$ cat src/rtl/sqrt_core.sv
// Radix-2 restoring square-root datapath: one root bit per cycle, truncated result plus metadata.
// Optional macro SQRT_ZERO_BYPASS_EN: a zero radicand finishes one cycle after start.
module sqrt_core #(
    parameter int IN_M_SIZE  = 106,
    parameter int OUT_M_SIZE = 53,
    parameter int EXP_SIZE   = 11
) (
    input  logic                  clk,
    input  logic                  rst,
    input  logic                  start,
    input  logic [IN_M_SIZE-1:0]  in_mantisa,
    input  logic [EXP_SIZE-1:0]   in_exp,
    input  logic [2:0]            in_flags,
    input  logic                  in_type,
    input  logic                  sign,
    output logic [OUT_M_SIZE-1:0] out_mantisa,
    output logic [EXP_SIZE-1:0]   out_exp,
    output logic [2:0]            out_flags,
    output logic                  out_type,
    output logic                  busy,
    output logic                  done
);
    localparam int CNT_W = $clog2(OUT_M_SIZE);
    localparam int RW    = OUT_M_SIZE + 2;
    localparam int TW    = OUT_M_SIZE + 4;

    typedef enum logic [1:0] {IDLE, CALC, DONE} state_t;

    state_t                state_reg;
    logic [IN_M_SIZE-1:0]  rad_reg;
    logic [OUT_M_SIZE-1:0] q_reg;
    logic [RW-1:0]         r_reg;
    logic [CNT_W-1:0]      cnt_reg;
    logic [EXP_SIZE-1:0]   exp_reg;
    logic [2:0]            flags_reg;
    logic                  type_reg;
    logic                  short_reg;
    logic                  neg_reg;

    logic [TW-1:0]         r_shift;
    logic [TW-1:0]         t_val;
    logic [RW-1:0]         r_next;
    logic [OUT_M_SIZE-1:0] q_next;
    logic                  start_neg;
    logic                  start_bypass;

    assign start_neg = sign && (in_mantisa != '0);
`ifdef SQRT_ZERO_BYPASS_EN
    assign start_bypass = (in_mantisa == '0);
`else
    assign start_bypass = 1'b0;
`endif

    // The remainder never exceeds 2Q+1, so its top bit is always zero before the shift;
    // the extra MSB of t_val acts as the borrow.
    always_comb begin
        r_shift = {1'b0, r_reg[RW-2:0], rad_reg[IN_M_SIZE-1 -: 2]};
        t_val   = r_shift - {2'b00, q_reg, 2'b01};
        if (t_val[TW-1]) begin
            r_next = r_shift[RW-1:0];
            q_next = {q_reg[OUT_M_SIZE-2:0], 1'b0};
        end else begin
            r_next = t_val[RW-1:0];
            q_next = {q_reg[OUT_M_SIZE-2:0], 1'b1};
        end
    end

    always_ff @(posedge clk or posedge rst) begin
        if (rst) begin
            state_reg   <= IDLE;
            rad_reg     <= '0;
            q_reg       <= '0;
            r_reg       <= '0;
            cnt_reg     <= '0;
            exp_reg     <= '0;
            flags_reg   <= '0;
            type_reg    <= 1'b0;
            short_reg   <= 1'b0;
            neg_reg     <= 1'b0;
            out_mantisa <= '0;
            out_exp     <= '0;
            out_flags   <= '0;
            out_type    <= 1'b0;
            busy        <= 1'b0;
            done        <= 1'b0;
        end else begin
            done <= 1'b0;
            case (state_reg)
                IDLE: begin
                    if (start) begin
                        rad_reg   <= in_mantisa;
                        exp_reg   <= in_exp;
                        flags_reg <= in_flags;
                        type_reg  <= in_type;
                        neg_reg   <= start_neg;
                        short_reg <= start_neg | start_bypass;
                        q_reg     <= '0;
                        r_reg     <= '0;
                        cnt_reg   <= CNT_W'(OUT_M_SIZE - 1);
                        busy      <= 1'b1;
                        state_reg <= CALC;
                    end
                end
                CALC: begin
                    if (short_reg) begin
                        // Negative operand (NaN-style all-ones root) or bypassed zero.
                        out_mantisa <= neg_reg ? '1 : '0;
                        out_flags   <= neg_reg ? {flags_reg[2], 1'b1, flags_reg[0]} : flags_reg;
                        out_exp     <= exp_reg;
                        out_type    <= type_reg;
                        done        <= 1'b1;
                        state_reg   <= DONE;
                    end else begin
                        rad_reg <= rad_reg << 2;
                        q_reg   <= q_next;
                        r_reg   <= r_next;
                        cnt_reg <= cnt_reg - CNT_W'(1);
                        if (cnt_reg == '0) begin
                            out_mantisa <= q_next;
                            out_flags   <= {flags_reg[2], flags_reg[1], flags_reg[0] | (r_next != '0)};
                            out_exp     <= exp_reg;
                            out_type    <= type_reg;
                            done        <= 1'b1;
                            state_reg   <= DONE;
                        end
                    end
                end
                DONE: begin
                    busy      <= 1'b0;
                    state_reg <= IDLE;
                end
                default: state_reg <= IDLE;
            endcase
        end
    end
endmodule

$ cat config.mk
export PLATFORM = sky130hd
export DESIGN_NAME = sqrt_core
export DESIGN_NICKNAME = d
export VERILOG_FILES = /design/src/rtl/sqrt_core.sv
export SDC_FILE = /design/constraint.sdc
export NUM_CORES = 1
export LEC_CHECK = 0
export CORE_MARGIN = 2
export CORE_UTILIZATION = 61
export DETAILED_ROUTE_END_ITERATION = 7
export PLACE_DENSITY = 0.85
export SLEW_MARGIN = 20
export SYNTH_ARGS = -nofsm -noshare
export SYNTH_HDL_FRONTEND = slang
export SYNTH_SLANG_ARGS = --single-unit
export TNS_END_PERCENT = 50
$ cat constraint.sdc
create_clock -name clk -period 21.8 [get_ports clk]
set_input_delay 5.45 -clock clk [delete_from_list [all_inputs] [get_ports clk]]
set_output_delay 5.45 -clock clk [all_outputs]
set_load 0.1 [all_outputs]
Word level (Yosys, flattened, before mapping)
Index checks and enable logic that the tools add are counted.

word-level totals
  bits in registers = 307
  bits in writable memories = 0
  output and inout bits = 70
  memories kept = 0
  bits in latches = 0
  bits in read-only memories = 0

operators by class
  equal/unequal tests = 5
  $add $sub $neg = 2
  muxes and demuxes = 31
  shift operators = 0
  order comparisons = 0
  reductions and logical operators = 13
  div/mod/pow operators = 0
  bitwise operators = 1
  multiply operators = 0

operator list
  kind                 number
  $mux 106             2
  $mux 53              4
  $pmux 106 s2         1
  $mux 54              2
  $pmux 54 s2          1
  $pmux 53 s2          1
  $reduce_bool 106->1  1
  $sub 56x55->57       1
  $mux 55              1
  $reduce_bool 55->1   1
  $mux 11              2
  $mux 6               2
  $pmux 6 s2           1
  $reduce_and 2->1     4
  $mux 1               7
  $logic_not 6->1      1
  $mux 2               3
  $mux 3               2
  $reduce_bool 2->1    3
  $sub 6x1->6 const B  1
  $ne 2x2->1 const B   2
  $pmux 2 s2           1
  $ne 3x3->1 const B   1
  $reduce_and 3->1     1
  6 further kinds      6

Longest topological paths before layout
  word-level depth = 6
  gate-level depth with buffers = 18

Least setup slack after synthesis
Ideal clock, no wire load.

  kind = input port to flip-flop
  start = in in_mantisa[71]
  end = reg neg_reg
  stages = 5
  arrival = 6.722 ns
  path slack = 14.948 ns
  data required time = 21.670 ns
  path through = nor4_1 > nand4_1 > or4_1 > o41ai_1 > o21ai_0

between the ends
  longest elaborated chain between the ends = 2

RTL lines
  item                  RTL line  text
  from (decl)           11        input logic [IN_M_SIZE-1:0] in_mantisa,
  $reduce_bool 106->1   47        assign start_neg = sign && (in_mantisa != '0);
  $logic_and 1x1->1     47
  to (signal assigned)  95        neg_reg <= start_neg;
  to (decl)             38        logic neg_reg;

No other way between the ends.
A chain may end at the register's enable or synchronous reset.

Worst setup path after layout
  start = in start
  end = reg q_reg[12]

between the ends
  longest elaborated chain between the ends = 2

RTL lines
  item                               RTL line  text
  from (decl)                        10        input logic start,
  $ne 2x2->1 (no source line)        --
  $reduce_and 3->1 (no source line)  --
  to (signal assigned)               115       q_reg <= q_next;
  to (decl)                          31        logic [OUT_M_SIZE-1:0] q_reg;

No other way between the ends.

==> summary.txt <==
wire per inst: 19.9 um
top post-synthesis cells by area: dfrtp_1, nand2_1, a22oi_1
routability cong.: 0.981
DRT iter0 DRCs: 1395
drt first pass iters: 7
post-synthesis sequential area ratio: 47.2%
grt total ovfl: 0
Yosys top cell by area: dfrtp_1
Hold WC Path Type: reg2reg
clk root buf: clkbuf_16
Seq cells post-synth: 307
RSZ-0062 raised after global routing: false
YS warnings: 0
Rows: 59
die width: 167 um
MaxCap Viol Count: 0
Fmax: 0.125 GHz
Worst Path Buf+Inv: 2
total CTS buffers: 34
slowest stage cell, crit path: buf_4
max FFs per register: 106
Critical Path End Type: flop
post-synthesis cell type count: 71
Gate Count Post-Synth: 1792
Post-Syn Area: 0.0163 mm^2
WS Path Type: in2reg
PostCTS Resize Cnt: 0
via/cell ratio: 6.31
n_diodes: 0
clk_lat worst skew: 0.53 ns
CP arrival: 8.46 ns
worst slew pin tran: 1.13 ns
Worst IR Drop VDD: 0.0575 mV
pin count of the biggest net entering global routing: 178
initial antenna violation count: 0
Setup Viol. Count Final: 0
clk slew on worst S/H paths: 0.06 ns
# port buffers: 194
Initial Utilization: 62.3%
max layer used: met4
Final Slew Violations: 0
routed wire length: 45300 um
core area: 0.0261 mm^2
critical-path cell list: clkdlybuf4s50_1 -> and3_4 -> nor2_4 -> buf_4 -> nand2_1 -> o21ai_0
Synth Flop Type: dfrtp_1
Clock Path Buffers: 3
io pins: 195
hold buffers post-CTS: 0
met2 wire len: 22000 um
Crit Path Max Fanout: 96
Synth top area share: 47.2%
detailed placement HPWL: 31400 um
share of layout cells above drive strength 1: 4.94%
vias in the first global route: 14100
Post-Route M1 WL: 18500 um
EDFF count, synth: 0
first-pass GRT wire length: 72800 um
outcome: finished with violations
Final min period: 8.03 ns
Power Density: 61.1 mW/mm^2
GRT Total Usage: 32.0%
DR vias: 14400
Final ANT Viol Nets: 0
filler instances: 1964
DIE HEIGHT: 167 um
Hold Fails Final Rpt: 0
period utilization: 36.8%
setup tns final: 0 ns
Async SR Flop Fraction: 100%
Startpoint Class: input pin
die area: 0.0280 mm^2
slowest stage delay, CP: 0.90 ns
Post-CTS Setup Repair Bufs: 0
Post-Syn Nets: 1973
fin area: 0.0194 mm^2
clk_skew: 0.0159 ns
synthesized area per cell: 9.08 um^2
clock sink total: 307
failing checks: DRC
H-tree depth: 2
# DRC: 4
leakage power: 9.16 nW
Area Overhead vs Synth: 19.4%
required time of the critical path: 22.23 ns
wire length on met3: 3420 um
worst rel slew slack: 24.4%
dpl cell area: 0.0183 mm^2
CTS tree: built
nets@finish: 2102
kind of cell adding the most delay to the critical path: simple AND/OR/NAND/NOR gates
## stage by stage
stage / hold slack, ns / instances / power, mW / util [%] / setup WS, ns
4_1_cts: 0.472 / 2277 / 1.19 / 74.3 / 13.82
5_1_grt: 0.488 / 2277 / 1.22 / 74.4 / 13.58
6_report: 0.477 / 2277 / 1.19 / 74.4 / 13.77
2_1_floorplan: 0.440 / 1792 / 0.590 / - / 7.86
3_5_place_dp: 0.457 / 2220 / 0.621 / 70.0 / 13.39
3_3_place_gp: 0.452 / 2220 / 0.621 / 70.0 / 13.45
## Yosys cell counts (all sizes together) (33+ instances only)
cell type / instances
dfrtp: 307
a21oi: 75
nand2: 430
nor4: 36
ha: 56
mux2i: 36
inv: 72
o21ai: 144
nor2: 55
a22oi: 107
xnor2: 33
o22a: 54
clkbuf: 89
## worst paths after layout
kind	from	endpoint	slack, ns	depth (start not counted)
hold reg to reg	exp_reg[0]	exp_reg[0]	0.48	2
max in group asynchronous	rst	r_reg[35]	14.80	3
hold / removal	exp_reg[0]	exp_reg[0]	0.48	2
min in group asynchronous	rst	rad_reg[70]	5.50	2
setup reg to reg	r_reg[45]	out_flags[0]	16.56	13
setup / recovery	start	q_reg[12]	13.77	6
## layout make-up
| class | instances | area (um^2) | share of cell area, % |
|---|---|---|---|
| clock buffers | 42 | 921 | 4.74 |
| clock inverters | 15 | 205 | 1.06 |
| inverters | 72 | 278 | 1.43 |
| multi-input cells | 1303 | 7910 | 40.7 |
| flip-flops and latches | 307 | 7680 | 39.5 |
| well taps | 335 | 419 | 2.16 |
| repair buffers | 203 | 2020 | 10.4 |
## layer usage
layer / global-route usage (%) / vias up
met1: 42.2 / 7010
li1: - / 6643
met3: 5.53 / 106
met4: 9.49 / 0
met5: 0 / -
met2: 54.5 / 604
## cell families (layout without fill, tap and decap cells)
| group | Yosys count | in the layout | share of synthesized area (%) |
|---|---|---|---|
| AND/OR/NAND/NOR | 636 | 636 | 16.8 |
| XOR/XNOR | 50 | 50 | 2.69 |
| multiplexers | 50 | 50 | 3.18 |
| AO/OA/AOI/OAI | 511 | 511 | 21.3 |
| buffers and inverters | 182 | 332 | 4.44 |
| adder cells (fa/ha/maj) | 56 | 56 | 4.30 |
| flip-flops | 307 | 307 | 47.2 |
## worst reg2reg max path: stages, from the launching register on
cell,delay [ns]
dfrtp_1,0.46
ha_1,0.52
nand4_1,0.31
nor3_1,0.27
nor4bb_1,0.48
o211a_1,0.30
or2_2,0.51
buf_4,0.59
mux2i_1,0.46
nand4_1,0.15
a2111o_1,0.38
nor4_1,0.38
nand4_1,0.17
o211a_1,0.14
## layout by cell type (no fill, tap or decap), drive strengths merged, types with 19 or more instances in the layout
cell	count
a22oi	107
nor2	55
inv	72
ha	56
a21o	23
nand2	430
nor3	26
clkdlybuf4s50	194
clkbuf	42
xnor2	33
o211ai	19
mux2i	36
dfrtp	307
o21ai	144
a21oi	75
nor4	36
o22a	54
nand4	29
## where the power goes
part | switching [mW] | leakage [nW] | internal (mW)
Combinational | 0.0197 | 4.65 | 0.0207
Sequential | 0 | 3.97 | 0.570
Clock | 0.239 | 0.544 | 0.339
(Power assumes the default switching activity.)
